==> config.mk <==
export PLATFORM = sky130hd
export DESIGN_NAME = stack_engine
export DESIGN_NICKNAME = d
export VERILOG_FILES = /design/src/rtl/stack_engine.sv
export SDC_FILE = /design/constraint.sdc
export NUM_CORES = 1
export LEC_CHECK = 0
export CAP_MARGIN = 20
export CORE_ASPECT_RATIO = 2
export CORE_MARGIN = 1.5
export CORE_UTILIZATION = 30
export CTS_CLUSTER_DIAMETER = 150
export DETAILED_ROUTE_END_ITERATION = 6
export DONT_BUFFER_PORTS = 1
export GPL_ROUTABILITY_DRIVEN = 0
export PLACE_DENSITY_LB_ADDON = 0.12
export SYNTH_ARGS = -nofsm -noshare
export SYNTH_HDL_FRONTEND = slang
export SYNTH_SLANG_ARGS = --single-unit
==> constraint.sdc <==
create_clock -name CLK -period 5.3 [get_ports CLK]
set_clock_uncertainty 0.1 [all_clocks]
set_input_delay 0.795 -clock CLK [delete_from_list [all_inputs] [get_ports CLK]]
set_output_delay 0.795 -clock CLK [all_outputs]
set_load 0.1 [all_outputs]
==> src/rtl/stack_engine.sv <==
// Downward-growing LIFO with a single registered response slot.
// Tracks fill level, a derived stack pointer and sticky overflow/underflow flags.
module stack_engine #(
  parameter int unsigned DATA_WIDTH = 32,
  parameter int unsigned DEPTH      = 16,
  parameter int unsigned ADDR_WIDTH = 26,
  parameter logic [ADDR_WIDTH-1:0] BASE_ADDR = '1
) (
  input  logic                     CLK,
  input  logic                     RST,
  input  logic                     CMD_VALID,
  input  logic [1:0]               CMD_OP,
  input  logic [DATA_WIDTH-1:0]    CMD_DATA,
  output logic                     CMD_READY,
  output logic                     RSP_VALID,
  output logic [DATA_WIDTH-1:0]    RSP_DATA,
  output logic                     RSP_ERR,
  input  logic                     RSP_READY,
  output logic [$clog2(DEPTH):0]   COUNT,
  output logic                     EMPTY,
  output logic                     FULL,
  output logic [ADDR_WIDTH-1:0]    SP,
  output logic                     ERR_OVF,
  output logic                     ERR_UNF,
  input  logic                     ERR_CLR
);

  localparam int unsigned AW = $clog2(DEPTH);
  localparam int unsigned CW = AW + 1;

  localparam logic [1:0] OpNop     = 2'b00;
  localparam logic [1:0] OpPush    = 2'b01;
  localparam logic [1:0] OpPop     = 2'b10;
  localparam logic [1:0] OpReplace = 2'b11;

  logic [DATA_WIDTH-1:0] mem [DEPTH];

  logic [CW-1:0]         count_q, count_d;
  logic                  rsp_valid_q, rsp_valid_d;
  logic [DATA_WIDTH-1:0] rsp_data_q, rsp_data_d;
  logic                  rsp_err_q, rsp_err_d;
  logic                  err_ovf_q, err_ovf_d;
  logic                  err_unf_q, err_unf_d;

  logic                  accept;
  logic                  is_empty, is_full;
  logic [AW-1:0]         top_idx;
  logic                  wr_en;
  logic [AW-1:0]         wr_idx;
  logic [DATA_WIDTH-1:0] wr_data;
  logic                  ovf_set, unf_set;

  assign is_empty  = (count_q == '0);
  assign is_full   = (count_q == CW'(DEPTH));
  assign top_idx   = AW'(count_q - CW'(1));

  // The response slot frees up on the same edge it is consumed, so a new
  // command can land while the old response is being taken.
  assign CMD_READY = RST & (~rsp_valid_q | RSP_READY);
  assign accept    = CMD_VALID & CMD_READY & (CMD_OP != OpNop);

  always_comb begin
    count_d     = count_q;
    rsp_valid_d = rsp_valid_q & ~RSP_READY;
    rsp_data_d  = rsp_data_q;
    rsp_err_d   = rsp_err_q;
    wr_en       = 1'b0;
    wr_idx      = count_q[AW-1:0];
    wr_data     = CMD_DATA;
    ovf_set     = 1'b0;
    unf_set     = 1'b0;

    if (accept) begin
      unique case (CMD_OP)
        OpPush: begin
          if (is_full) begin
            ovf_set = 1'b1;
          end else begin
            wr_en   = 1'b1;
            wr_idx  = count_q[AW-1:0];
            count_d = count_q + CW'(1);
          end
        end
        OpPop, OpReplace: begin
          rsp_valid_d = 1'b1;
          if (is_empty) begin
            unf_set    = 1'b1;
            rsp_data_d = '0;
            rsp_err_d  = 1'b1;
          end else begin
            // Read happens before the write lands, so REPLACE returns the old top.
            rsp_data_d = mem[top_idx];
            rsp_err_d  = 1'b0;
            if (CMD_OP == OpReplace) begin
              wr_en  = 1'b1;
              wr_idx = top_idx;
            end else begin
              count_d = count_q - CW'(1);
            end
          end
        end
        default: begin
        end
      endcase
    end

    // Set wins over clear when both hit on the same edge.
    err_ovf_d = (err_ovf_q & ~ERR_CLR) | ovf_set;
    err_unf_d = (err_unf_q & ~ERR_CLR) | unf_set;
  end

  always_ff @(posedge CLK) begin
    if (!RST) begin
      count_q     <= '0;
      rsp_valid_q <= 1'b0;
      rsp_data_q  <= '0;
      rsp_err_q   <= 1'b0;
      err_ovf_q   <= 1'b0;
      err_unf_q   <= 1'b0;
    end else begin
      count_q     <= count_d;
      rsp_valid_q <= rsp_valid_d;
      rsp_data_q  <= rsp_data_d;
      rsp_err_q   <= rsp_err_d;
      err_ovf_q   <= err_ovf_d;
      err_unf_q   <= err_unf_d;
    end
  end

  // Storage is deliberately left out of reset.
  always_ff @(posedge CLK) begin
    if (wr_en) begin
      mem[wr_idx] <= wr_data;
    end
  end

  assign RSP_VALID = rsp_valid_q;
  assign RSP_DATA  = rsp_data_q;
  assign RSP_ERR   = rsp_err_q;
  assign COUNT     = count_q;
  assign EMPTY     = is_empty;
  assign FULL      = is_full;
  assign SP        = BASE_ADDR - ADDR_WIDTH'(count_q);
  assign ERR_OVF   = err_ovf_q;
  assign ERR_UNF   = err_unf_q;

endmodule

# --- Yosys cells after proc, flatten, opt, wreduce, memory -nomap -nowiden ---
# Memories as Yosys holds them, arrays and structs flattened.
# Cells that the tools add are included.
word_totals:
  regBits: 41
  ram_bits: 512
  inputBits: 39
  output_inout_bits: 70
  elab_cells: 59
  memories: 1
memory_table:
  columns: ["name", "words", "width", "read_ports", "rd_clocked_by_memory_dff", "write_ports", "line", "rtl"]
  rows:
  - ["mem", 16, 32, 1, 0, 1, "36", "logic [DATA_WIDTH-1:0] mem [DEPTH];"]
op_classes:
  addsub: 3
  eq_ne: 7
  mux: 24
  n_bitwise: 12
  reduce_logical: 6
op_table:
  columns: ["op", "count"]
  rows:
  - ["32-bit two-way mux", 1]
  - ["4-bit two-way mux", 4]
  - ["5-bit two-way mux", 3]
  - ["1-bit two-way mux", 14]
  - ["5-bit one-hot mux with 2 select lines", 1]
  - ["1-bit by 6-bit subtractor with 7-bit output (first input constant)", 1]
  - ["1-bit bitwise AND", 6]
  - ["2-bit != test (second input constant)", 3]
  - ["5-bit by 1-bit adder with 5-bit output (second input constant)", 1]
  - ["5-bit == test (second input constant)", 1]
  - ["5-bit logical NOT", 1]
  - ["5-bit AND reduction", 1]
  - ["5-bit by 1-bit subtractor with 5-bit output (second input constant)", 1]
  - ["2-bit == test (second input constant)", 2]
  - ["2-bit nonzero test", 2]
  - ["1-bit NOT", 3]
  - ["1-bit bitwise OR", 3]
  - ["2-bit by 1-bit == test with 1-bit output (second input constant)", 1]
  - ["1-bit one-hot mux with 2 select lines", 1]
  - ["2-bit AND reduction", 1]
  - ["2-bit OR reduction", 1]

# --- Depth between registers and ports, before layout ---
logic_depth:
  depth_word: 8
  depth_mapped: 11
  ltp_nobuf: 7

# --- Least setup slack after synthesis ---
# OpenSTA, ideal clock, no wires.
synth_path:
  path_type: "register to register"
  from: "register count_q[0], in the netlist COUNT[0]"
  to: "memory mem[8][0] (enable)"
  setup_time_ps: 468
  arrival_time_ps: 5890
  required_time_ps: 4732
  setup_slack_ps: -1158
  stages_incl_launch_ff: 11
  n_path_buf: 3
  synth_period_minus_slack_ps: 6458
  path_cell_list: "dfxtp_1 -> buf_4 -> buf_6 -> inv_2 -> buf_2 -> ha_1 -> or4b_4 -> inv_2 -> nor2_1 -> a31oi_1 -> nor3b_1"
synth_between:
  elab_chain_len: 6
  elab_cells_between_ends: 13
  classes_between: "add/sub (1); eq/ne (1); mux (10); reduce/logical (1)"
synth_lines:
  columns: ["item", "line", "rtl"]
  rows:
  - ["start, declared", "38", "logic [CW-1:0] count_q, count_d;"]
  - ["start signal, assigned", "121", "count_q <= count_d;"]
  - ["5-bit logical NOT (*)", "53", "assign is_empty = (count_q == '0);"]
  - ["via EMPTY", "20", "output logic EMPTY,"]
  - ["1-bit two-way mux", "86", "if (is_empty) begin"]
  - ["1-bit one-hot mux with 2 select lines", "74", "unique case (CMD_OP)"]
  - ["1-bit two-way mux", "73", "if (accept) begin"]
  - ["1-bit two-way mux", "132", "if (wr_en) begin"]
  - ["1-bit two-way mux (implied by the code)", "133", "mem[wr_idx] <= wr_data;"]
  - ["end, declared", "36", null]
# The timed path passes the listed nets; every way through them passes the cells marked *.

# --- Final worst setup path ---
layout_path:
  from: "register count_q[0], in the netlist COUNT[0]"
  to: "memory mem[0][19] (enable)"
# The elaborated chain is that of the path after synthesis.

==> results.yml <==
outcome:
  outcome: "completed"
clocking:
  clock_sinks: 553
  cts_tree: "built"
  cts_root_buffer: "clkbuf_16"
  ctsResizeCount: 0
  cts_max_level: 2
  clock_latency_ps: 600
  post_cts_buffers: 0
  cts-hold-fix-buffers: 0
  clk_pin_slew_worst_paths_ps: 70
  clockBufferDepth: 3
  cts_buffers: 51
setup_path:
  start_kind: "flop"
  reg2reg_slack_ps: 1180
  crit_path_max_fanout: 17
  cp_cell_sequence: "inv_4 > ha_4 > or4b_4 > inv_2 > nor2_1 > a31oi_1 > and4b_2 > buf_12"
  worstPathRequired_ps: 5490
  cpMaxStageDelayCell: "and4b_2"
  path_delay_family: "simple AND/OR/NAND/NOR gates"
  arrival_ps: 4310
  cpPeakStageDelay_ps: 820
  critical_path_class: "reg -> reg"
  crit_buf_inv: 3
  critPathCaptureType: "flop"
grt:
  overflow: 0
  antenna_found_initial: 0
  grt_max_degree: 75
  grt_pass1_wl_um: 82100
  grt_pass1_vias: 10993
  grt_usage: 0.1580
sta:
  drv_slew: 0
  fin_crit_ps: 4119
  holdWs_ps: 185.4
  setup_viol: 0
  max_slew_margin: 0.2552
  setup_ws_ps: 1181
  worstMarginPinSlew_ps: 1116
  rsz0062_at_grt: "false"
  clock.fmax_mhz: 242.8
  hold_viol: 0
  finalCritPeriodShare: 0.7771
synthesis:
  synth_top_family_by_area: "multiplexers"
  synth_seq_cells: 553
  synthFlopType: "edfxtp_1"
  synth-compound-area-share: 0.02782
  yosysWarnings: 0
  synth_cell_types: 58
  syn-instance-count: 1040
  synthSimpleGateAreaFrac: 0.02943
  synth_edf_count: 512
  synthesis.area_sq_um: 21680
  synth_mux_area_frac: 0.1658
  seq_area_frac_synth: 0.7470
  async_flop_share: 0
  avgSynthCellArea_sq_um: 20.85
  synthXorXnorAreaFrac: 0.0008080
  synth_fa_ha_area_frac: 0.004040
drt:
  wl_per_cell_um: 27.94
  first_iter_violations: 596
  avgViaCountPerCell: 4.975
  wirelength_um: 56690
  firstDrtPassIters: 5
  drc: 0
  ant_nets: 0
  via_count: 10095
layout:
  drive_gt1_frac: 0.2624
  layout.nets: 1119
  synthToLayoutAreaGrowth_pct: 13.96
  final_cell_area_sq_um: 24710
  n_antenna_cell: 0
power:
  power.total_w: 0.009062
  leakage_nw: 7.826
  powerDensity_nw_per_um2: 366.8
  ir_drop_mv: 0.2256
floorplanning:
  core_sq_um: 71650
  die_x_um: 193.1
  rows: 139
  initial_core_util: 0.3026
  die_y_um: 383.2
  die_area_sq_um: 73980
  pin_count: 109
placement:
  io_buffer_count: 0
  pre_cts_ws_ps: 1131
  place_hpwl_um: 32470
  place_area_sq_um: 23060
hold_path:
  hp-class: "in -> reg"
job:
  max_cap_viol_count: 0
[worst register-to-register path, cell delays in order (launching register included)]
cell and delay (ps):
dfxtp_4 470, inv_4 320, ha_4 220, or4b_4 480
inv_2 500, nor2_1 80, a31oi_1 580, and4b_2 820
buf_12 250
[layer usage]
layer / wire length [um] / GRT usage / part of all wire / vias up
met4: 1710 / 0.05328 / 0.030 / 0
met3: 2881 / 0.03284 / 0.051 / 84
li1: - / - / - / 4372
met5: 0 / 0 / 0 / -
met2: 30560 / 0.2851 / 0.54 / 231
met1: 21540 / 0.1829 / 0.38 / 5408
[through the flow]
stage               std cells  TNS (ps)    util
global placement         1934         0  0.3218
detailed placement       1934         0  0.3218
floorplan                1060   -203100       -
global route             2029         0  0.3448
finish                   2029         0  0.3448
CTS                      2027         0  0.3445
[path summary, 6_finish.rpt]
check                             startpoint         end  depth (start not counted)
worst max-delay path                COUNT[0]  mem[0][19]                          8
worst min-delay path            CMD_DATA[16]  mem[6][16]                          0
worst max register to register      COUNT[0]  mem[0][19]                          8
worst min register to register      COUNT[0]    COUNT[0]                          2
[where the power goes]
part	internal, W	total, W	switching [W]	leakage, nW
registers	0.00477	0.00482	0.0000435	4.93
clock network	0.00202	0.00365	0.00163	0.786
logic	0.000205	0.000593	0.000388	2.11
[cells in the mapped netlist, types with 14 or more instances]
| cell | instances | area [sq um] |
|---|---|---|
| buf_2 | 23 | 115.1 |
| buf_4 | 24 | 180.2 |
| clkbuf_1 | 16 | 60.06 |
| dfxtp_1 | 41 | 820.8 |
| edfxtp_1 | 512 | 15370 |
| mux2_1 | 19 | 214.0 |
| mux2_2 | 14 | 157.7 |
| mux2i_1 | 34 | 340.3 |
| mux4_2 | 128 | 2883 |
| nand2_1 | 39 | 146.4 |
| nand4_1 | 38 | 237.7 |
| o211ai_1 | 29 | 217.7 |
[layout by cell type (no fill, tap or decap), types with 5 or more instances in the layout]
cell and count:
o211ai_2 8, o211ai_1 29, mux2_1 19, nor2_1 7, clkbuf_8 5, a221oi_4 6
dfxtp_1 39, mux2i_1 34, a21oi_4 6, nand2_1 39, ha_1 6, buf_12 9
nand4_1 38, buf_4 28, mux2_2 14, conb_1 21, clkbuf_1 15, clkbuf_16 52
mux4_2 128, clkinv_1 8, clkinv_2 6, inv_1 8, edfxtp_1 512
[cells by family after synthesis]
logic type      count (synthesis)
fa+ha+maj                       7
compound gates                 77
xor+xnor                        2
other cells                     1
simple gates                  115
mux                           195
buf+inv                        90
flops                         553
[registers in the layout, summed over array words and instances (netlist names)]
register / count
COUNT: 5
ERR_UNF: 1
ERR_OVF: 1
RSP_DATA: 32
RSP_ERR: 1
mem: 512
RSP_VALID: 1
[area by class of cell]
cell class / count / area [sq um]
Clock buffer: 71 / 1423
Clock inverter: 22 / 202.7
Fill cell: 6658 / 46950
Inverter: 12 / 50.05
Multi-Input combinational cell: 417 / 5290
Sequential cell: 553 / 16200
Tap cell: 916 / 1146
Timing Repair Buffer: 38 / 394.1
Power figures use the tool's default switching activity.
==> RTL edit 1, RTL diff (config.mk and constraints unchanged) <==
Change the parameter `DEPTH` from 16 to 32.
--- a/src/rtl/stack_engine.sv
+++ b/src/rtl/stack_engine.sv
@@ -3,5 +3,5 @@
 module stack_engine #(
   parameter int unsigned DATA_WIDTH = 32,
-  parameter int unsigned DEPTH      = 16,
+  parameter int unsigned DEPTH      = 32,
   parameter int unsigned ADDR_WIDTH = 26,
   parameter logic [ADDR_WIDTH-1:0] BASE_ADDR = '1
Interface: changed (resized COUNT); port bits go from 109 to 110. No check against the original RTL was run, so the function may have changed too.
==> RTL edit 1 against the unedited design <==
- cell area increased by 92%
- setup slack gained 220 ps
- critical endpoint is now mem[21][14]
- sequential cell count is 513 higher
- synthesized area rose by 90%
- total power is 94% higher
- wire length grew 110%
- count of clock-buffer cells in the layout rose by 47
- clock power up 99%
- non-clock buffer count is 68 higher
- cell count is 93% higher
- sequential power rose by 92%
==> RTL edit 1: results (changes against the unedited design) <==
- Setup crit end: mem[21][14] (was mem[0][19])
- Iteration-0 DRC count of the detailed router: 1537 (was 596)
- FF-to-FF setup slack: 1400 ps (was 1180 ps)
- Synth cell types: 57 (was 58)
- Number of flops mapped to enable cells by yosys: 1024 (was 512)
- Place WS: 1220 ps (was 1130 ps)
- Worst skew pair latency: 700 ps (was 600 ps)
- Post-synth top cells: edfxtp_1, mux4_2, nand2_1, clkbuf_1, nand3_1 (was edfxtp_1, mux4_2, dfxtp_1, nand2_1, nand4_1)
- Status: finished, final reports clean (unchanged)
- Worst Reg-to-Reg Cells: 6 (was 8)
- Seq/Total Area, Yosys: 76.7% (was 74.7%)
- CP max-delay cell: dfxtp_2 (was and4b_2)
- Leak: 14.5 nW (was 7.83 nW)
- Syn avg cell area: 20.6 sq um (was 20.8 sq um)
- Largest stage delay on the critical path: 930 ps (was 820 ps)
- Max reg flops: 1024 (was 512)
- WL/cell: 30.7 microns (was 27.9 microns)
- Post-Synth XOR/XNOR Area: 0.128% (was 0.0808%)
- Hold Crit Start: CMD_DATA[0] (was CMD_DATA[16])
- GR Util All Layers: 17.4% (was 15.8%)
- Largest net degree at the start of global routing: 97 (was 75)
- Compound-Gate Fraction of Synth Area: 2.92% (was 2.78%)
- Fmax: 256 MHz (was 243 MHz)
- Crit path max fanout: 32 (was 17)
- Final hold slack: 85.5 ps (was 185 ps)
- Initial antenna violation count: 3 (was 0)
- Adder-cell share of the synthesized area: 0.213% (was 0.404%)
- Placed instance count: 3729 (was 1934)
- Worst Hold End: mem[12][0] (was mem[6][16])
- Fin cells: 3914 (was 2029)
- Largest cells by area after synthesis: edfxtp_1, mux4_2, dfxtp_1 (unchanged)
- First-pass GRT wire length: 169000 microns (was 82100 microns)
- Number of global-route vias before repair: 21.7k (was 11.0k)
- Reg-to-Reg Start: COUNT[4] (was COUNT[0])
- Routed via count: 20.1k (was 10.1k)
- Final net count: 2130 (was 1119)
[RTL edit 1: cell count changes in the layout (fill, tap and decap cells not counted), sizes merged, moves of 24 or more]
cell	unedited run	this run
nand4	38	5
clkbuf	72	118
buf	37	106
a31oi	2	34
mux2	33	1
nand3	3	45
a32o	0	32
clkinv	16	45
nor2	10	34
nand2	39	206
mux4	128	256
o211ai	37	4
edfxtp	512	1024
a32oi	1	33
[RTL edit 1: worst register-to-register path: stages, from the launching register on]
cell     delay (ps)
dfxtp_2         930
or4b_1          450
o21ai_0         250
o41ai_1         450
nand3_1         470
nor2_4          200
buf_4           650
[RTL edit 1: area by class of cell]
class / instances / area [sq um]
fillers: 12700 / 89100
inverters: 10 / 37.5
flip-flops and latches: 1066 / 31600
well taps: 1746 / 2180
diodes: 1 / 2.50
clock buffers: 118 / 2600
multi-input cells: 802 / 9310
clock inverters: 65 / 641
repair buffers: 106 / 953
[RTL edit 1: routing by layer]
| layer | wire length, microns | vias to the layer above | global-route usage [%] |
|---|---|---|---|
| li1 | - | 8378 | - |
| met1 | 46100 | 11100 | 20.0 |
| met2 | 67000 | 443 | 33.1 |
| met3 | 4490 | 131 | 2.59 |
| met4 | 2570 | 0 | 4.63 |
| met5 | 0 | - | 0 |
[RTL edit 1: where the power goes]
part           switching (mW)  internal, mW  total (mW)  leakage [nW]
combinational           0.708         0.374        1.08          3.37
clock                    3.21          4.05        7.26          1.58
sequential             0.0340          9.23        9.27          9.54
total                    3.95          13.7        17.6          14.5
==> RTL edit 2, RTL diff (config.mk and constraints unchanged) <==
Without the edit above. `rsp_data_q` no longer has a reset.
--- a/src/rtl/stack_engine.sv
+++ b/src/rtl/stack_engine.sv
@@ -114,5 +114,4 @@
       count_q     <= '0;
       rsp_valid_q <= 1'b0;
-      rsp_data_q  <= '0;
       rsp_err_q   <= 1'b0;
       err_ovf_q   <= 1'b0;
@@ -121,9 +120,12 @@
       count_q     <= count_d;
       rsp_valid_q <= rsp_valid_d;
-      rsp_data_q  <= rsp_data_d;
       rsp_err_q   <= rsp_err_d;
       err_ovf_q   <= err_ovf_d;
       err_unf_q   <= err_unf_d;
     end
+  end
+
+  always_ff @(posedge CLK) begin
+    rsp_data_q <= rsp_data_d;
   end
 
Check against the original RTL: differs if RST is asserted again (counterexample within 4 cycles, from zero or initial values and one cycle with RST low); with RST held inactive, the same outputs for 4 cycles.
==> RTL edit 2 against the unedited design <==
- synthesized area fell by 0.77%
- largest cell class unchanged
- cell area fell by 1.3%
- sequential cell count did not move
- total power rose by 1.5%
- synthesized cell count fell by 6.3%
- wire length fell by 2.5%
- worst hold slack got worse by 11 ps
- setup slack improved by 280 ps
- largest power group unchanged
==> RTL edit 2: results (changes against the unedited design) <==
- Status: finished, final reports clean (unchanged)
- Peak supply drop: 0.233 mV (was 0.226 mV)
- Largest cells by area after synthesis: edfxtp_1, mux4_2, mux2i_1 (was edfxtp_1, mux4_2, dfxtp_1)
- Post CTS Setup Buffer Count: 0 (unchanged)
- Antenna cell count: 0 (unchanged)
- Place WS: 1440 ps (was 1130 ps)
- Iteration-0 DRC count of the detailed router: 485 (was 596)
- CTS H-tree lvls: 2 (unchanged)
- FF-to-FF setup slack: 1460 ps (was 1180 ps)
- Fillers: 6614 (was 6658)
- CP arrival: 3960 ps (was 4310 ps)
- Synth cell types: 55 (was 58)
- WL/cell: 28.1 microns (was 27.9 microns)
- GR Util All Layers: 15.4% (was 15.8%)
- Reg-to-Reg Start: COUNT[3] (was COUNT[0])
- CTS resizes: 0 (unchanged)
- Seq/Total Area, Yosys: 76.8% (was 74.7%)
- Initial antenna violation count: 0 (unchanged)
- Final net count: 1056 (was 1119)
- Cell internal pwr: 7.01 mW (was 7.00 mW)
- Max reg flops: 512 (unchanged)
- RR Endpoint: mem[11][4] (was mem[0][19])
- Crit path max fanout: 25 (was 17)
- Post-synth top cells: edfxtp_1, mux4_2, mux2i_1, o22ai_1, buf_4 (was edfxtp_1, mux4_2, dfxtp_1, nand2_1, nand4_1)
- Worst Reg-to-Reg Cells: 6 (was 8)
- Async S/R FF share, synth: 0% (unchanged)
- Post-DP HPWL: 29300 microns (was 32500 microns)
- Input/output buffers: 0 (unchanged)
- Layout cell share with drive strength beyond 1: 25.3% (was 26.2%)
- Largest stage delay on the critical path: 920 ps (was 820 ps)
- Number of buffers created by CTS: 52 (was 51)
- Hold Crit Start: CMD_DATA[2] (was CMD_DATA[16])
- Number of global-route vias before repair: 10.8k (was 11.0k)
- Worst Hold End: mem[3][2] (was mem[6][16])
- Number of flops mapped to enable cells by yosys: 544 (was 512)
- Final Hold Fails: 0 (unchanged)
- Drt first pass iters: 4 (was 5)
- Vias/cell: 4.98 (about the same)
- First-pass GRT wire length: 79000 microns (was 82100 microns)
- CP max-delay cell: dfxtp_2 (was and4b_2)
- # DRC: 0 (unchanged)
- Leak: 7.23 nW (was 7.83 nW)
- Largest Register: mem (unchanged)
- Area after DPL: 22800 sq um (was 23100 sq um)
- Largest net degree at the start of global routing: 117 (was 75)
- Worst skew pair latency: 610 ps
- Worst Max-Slew Pin Slew: 1160 ps (was 1120 ps)
## RTL edit 2: stage by stage
| step | instances | total power, mW | utilization, % | hold WS, ps |
|---|---|---|---|---|
| finish | 1963 | 9.19 | 34.4 | 175 |
| global route | 1963 | 9.47 | 34.4 | 145 |
| CTS | 1963 | 9.33 | 34.4 | 122 |
| detailed placement | 1866 | 5.67 | 32.1 | 645 |
| global placement | 1865 | 5.67 | 32.1 | 636 |
| floorplan | 994 | 5.51 | - | 670 |
## RTL edit 2: power by group through the flow
| stage | Sequential, mW | Clock, mW | Combinational, mW |
|---|---|---|---|
| after floorplan | 5.02 | 0 | 0.489 |
| after global placement | 5.01 | 0 | 0.658 |
| after detailed placement | 5.01 | 0 | 0.655 |
| after CTS | 4.92 | 3.76 | 0.658 |
| after global routing | 4.92 | 3.87 | 0.680 |
| final | 4.92 | 3.64 | 0.638 |
## RTL edit 2: cells by family (layout without fill, tap and decap cells)
family / after synthesis / after routing / share of synthesized area (%)
other: 1 / 21 / 0.0174
buffers and inverters: 81 / 140 / 2.26
XOR/XNOR: 2 / 2 / 0.0814
flip-flops: 553 / 553 / 76.8
adder cells (fa/ha/maj): 7 / 7 / 0.407
AND/OR/NAND/NOR: 58 / 58 / 1.55
AO/OA/AOI/OAI: 74 / 74 / 2.26
multiplexers: 198 / 198 / 16.7
## RTL edit 2: worst max-delay path by stage
stage / startpoint / endpoint / slack [ps] / depth (start not counted)
after floorplan: COUNT[1] / mem[3][0] / 50 / 8
after global placement: COUNT[0] / RSP_DATA[20] / 1490 / 6
after detailed placement: COUNT[3] / mem[11][28] / 1440 / 6
after CTS: COUNT[3] / mem[11][3] / 1410 / 6
after global routing: COUNT[3] / mem[8][5] / 1240 / 6
final: COUNT[3] / mem[11][4] / 1460 / 6
## RTL edit 2: area by class of cell
type,count,share of cell area [%]
Sequential cell,553,67.8
Multi-Input combinational cell,360,19.6
Clock buffer,63,5.51
Tap cell,910,4.67
Clock inverter,34,1.12
Timing Repair Buffer,32,1.12
Inverter,11,0.190
## RTL edit 2: per-layer routing
layer	wire length [microns]	share of wire, %	vias to the layer above	GRT usage (%)
li1	-	-	4142	-
met1	20400	37	5335	17.1
met2	30600	55	223	28.9
met3	2540	4.6	73	2.86
met4	1780	3.2	0	5.54
met5	0	0	-	0
## RTL edit 2: worst max-delay path, delay by kind of cell (launching register included)
kind / cells / cell delay, ps
compound gates: 2 / 810
buf+inv: 2 / 830
flops: 1 / 920
simple gates: 2 / 770
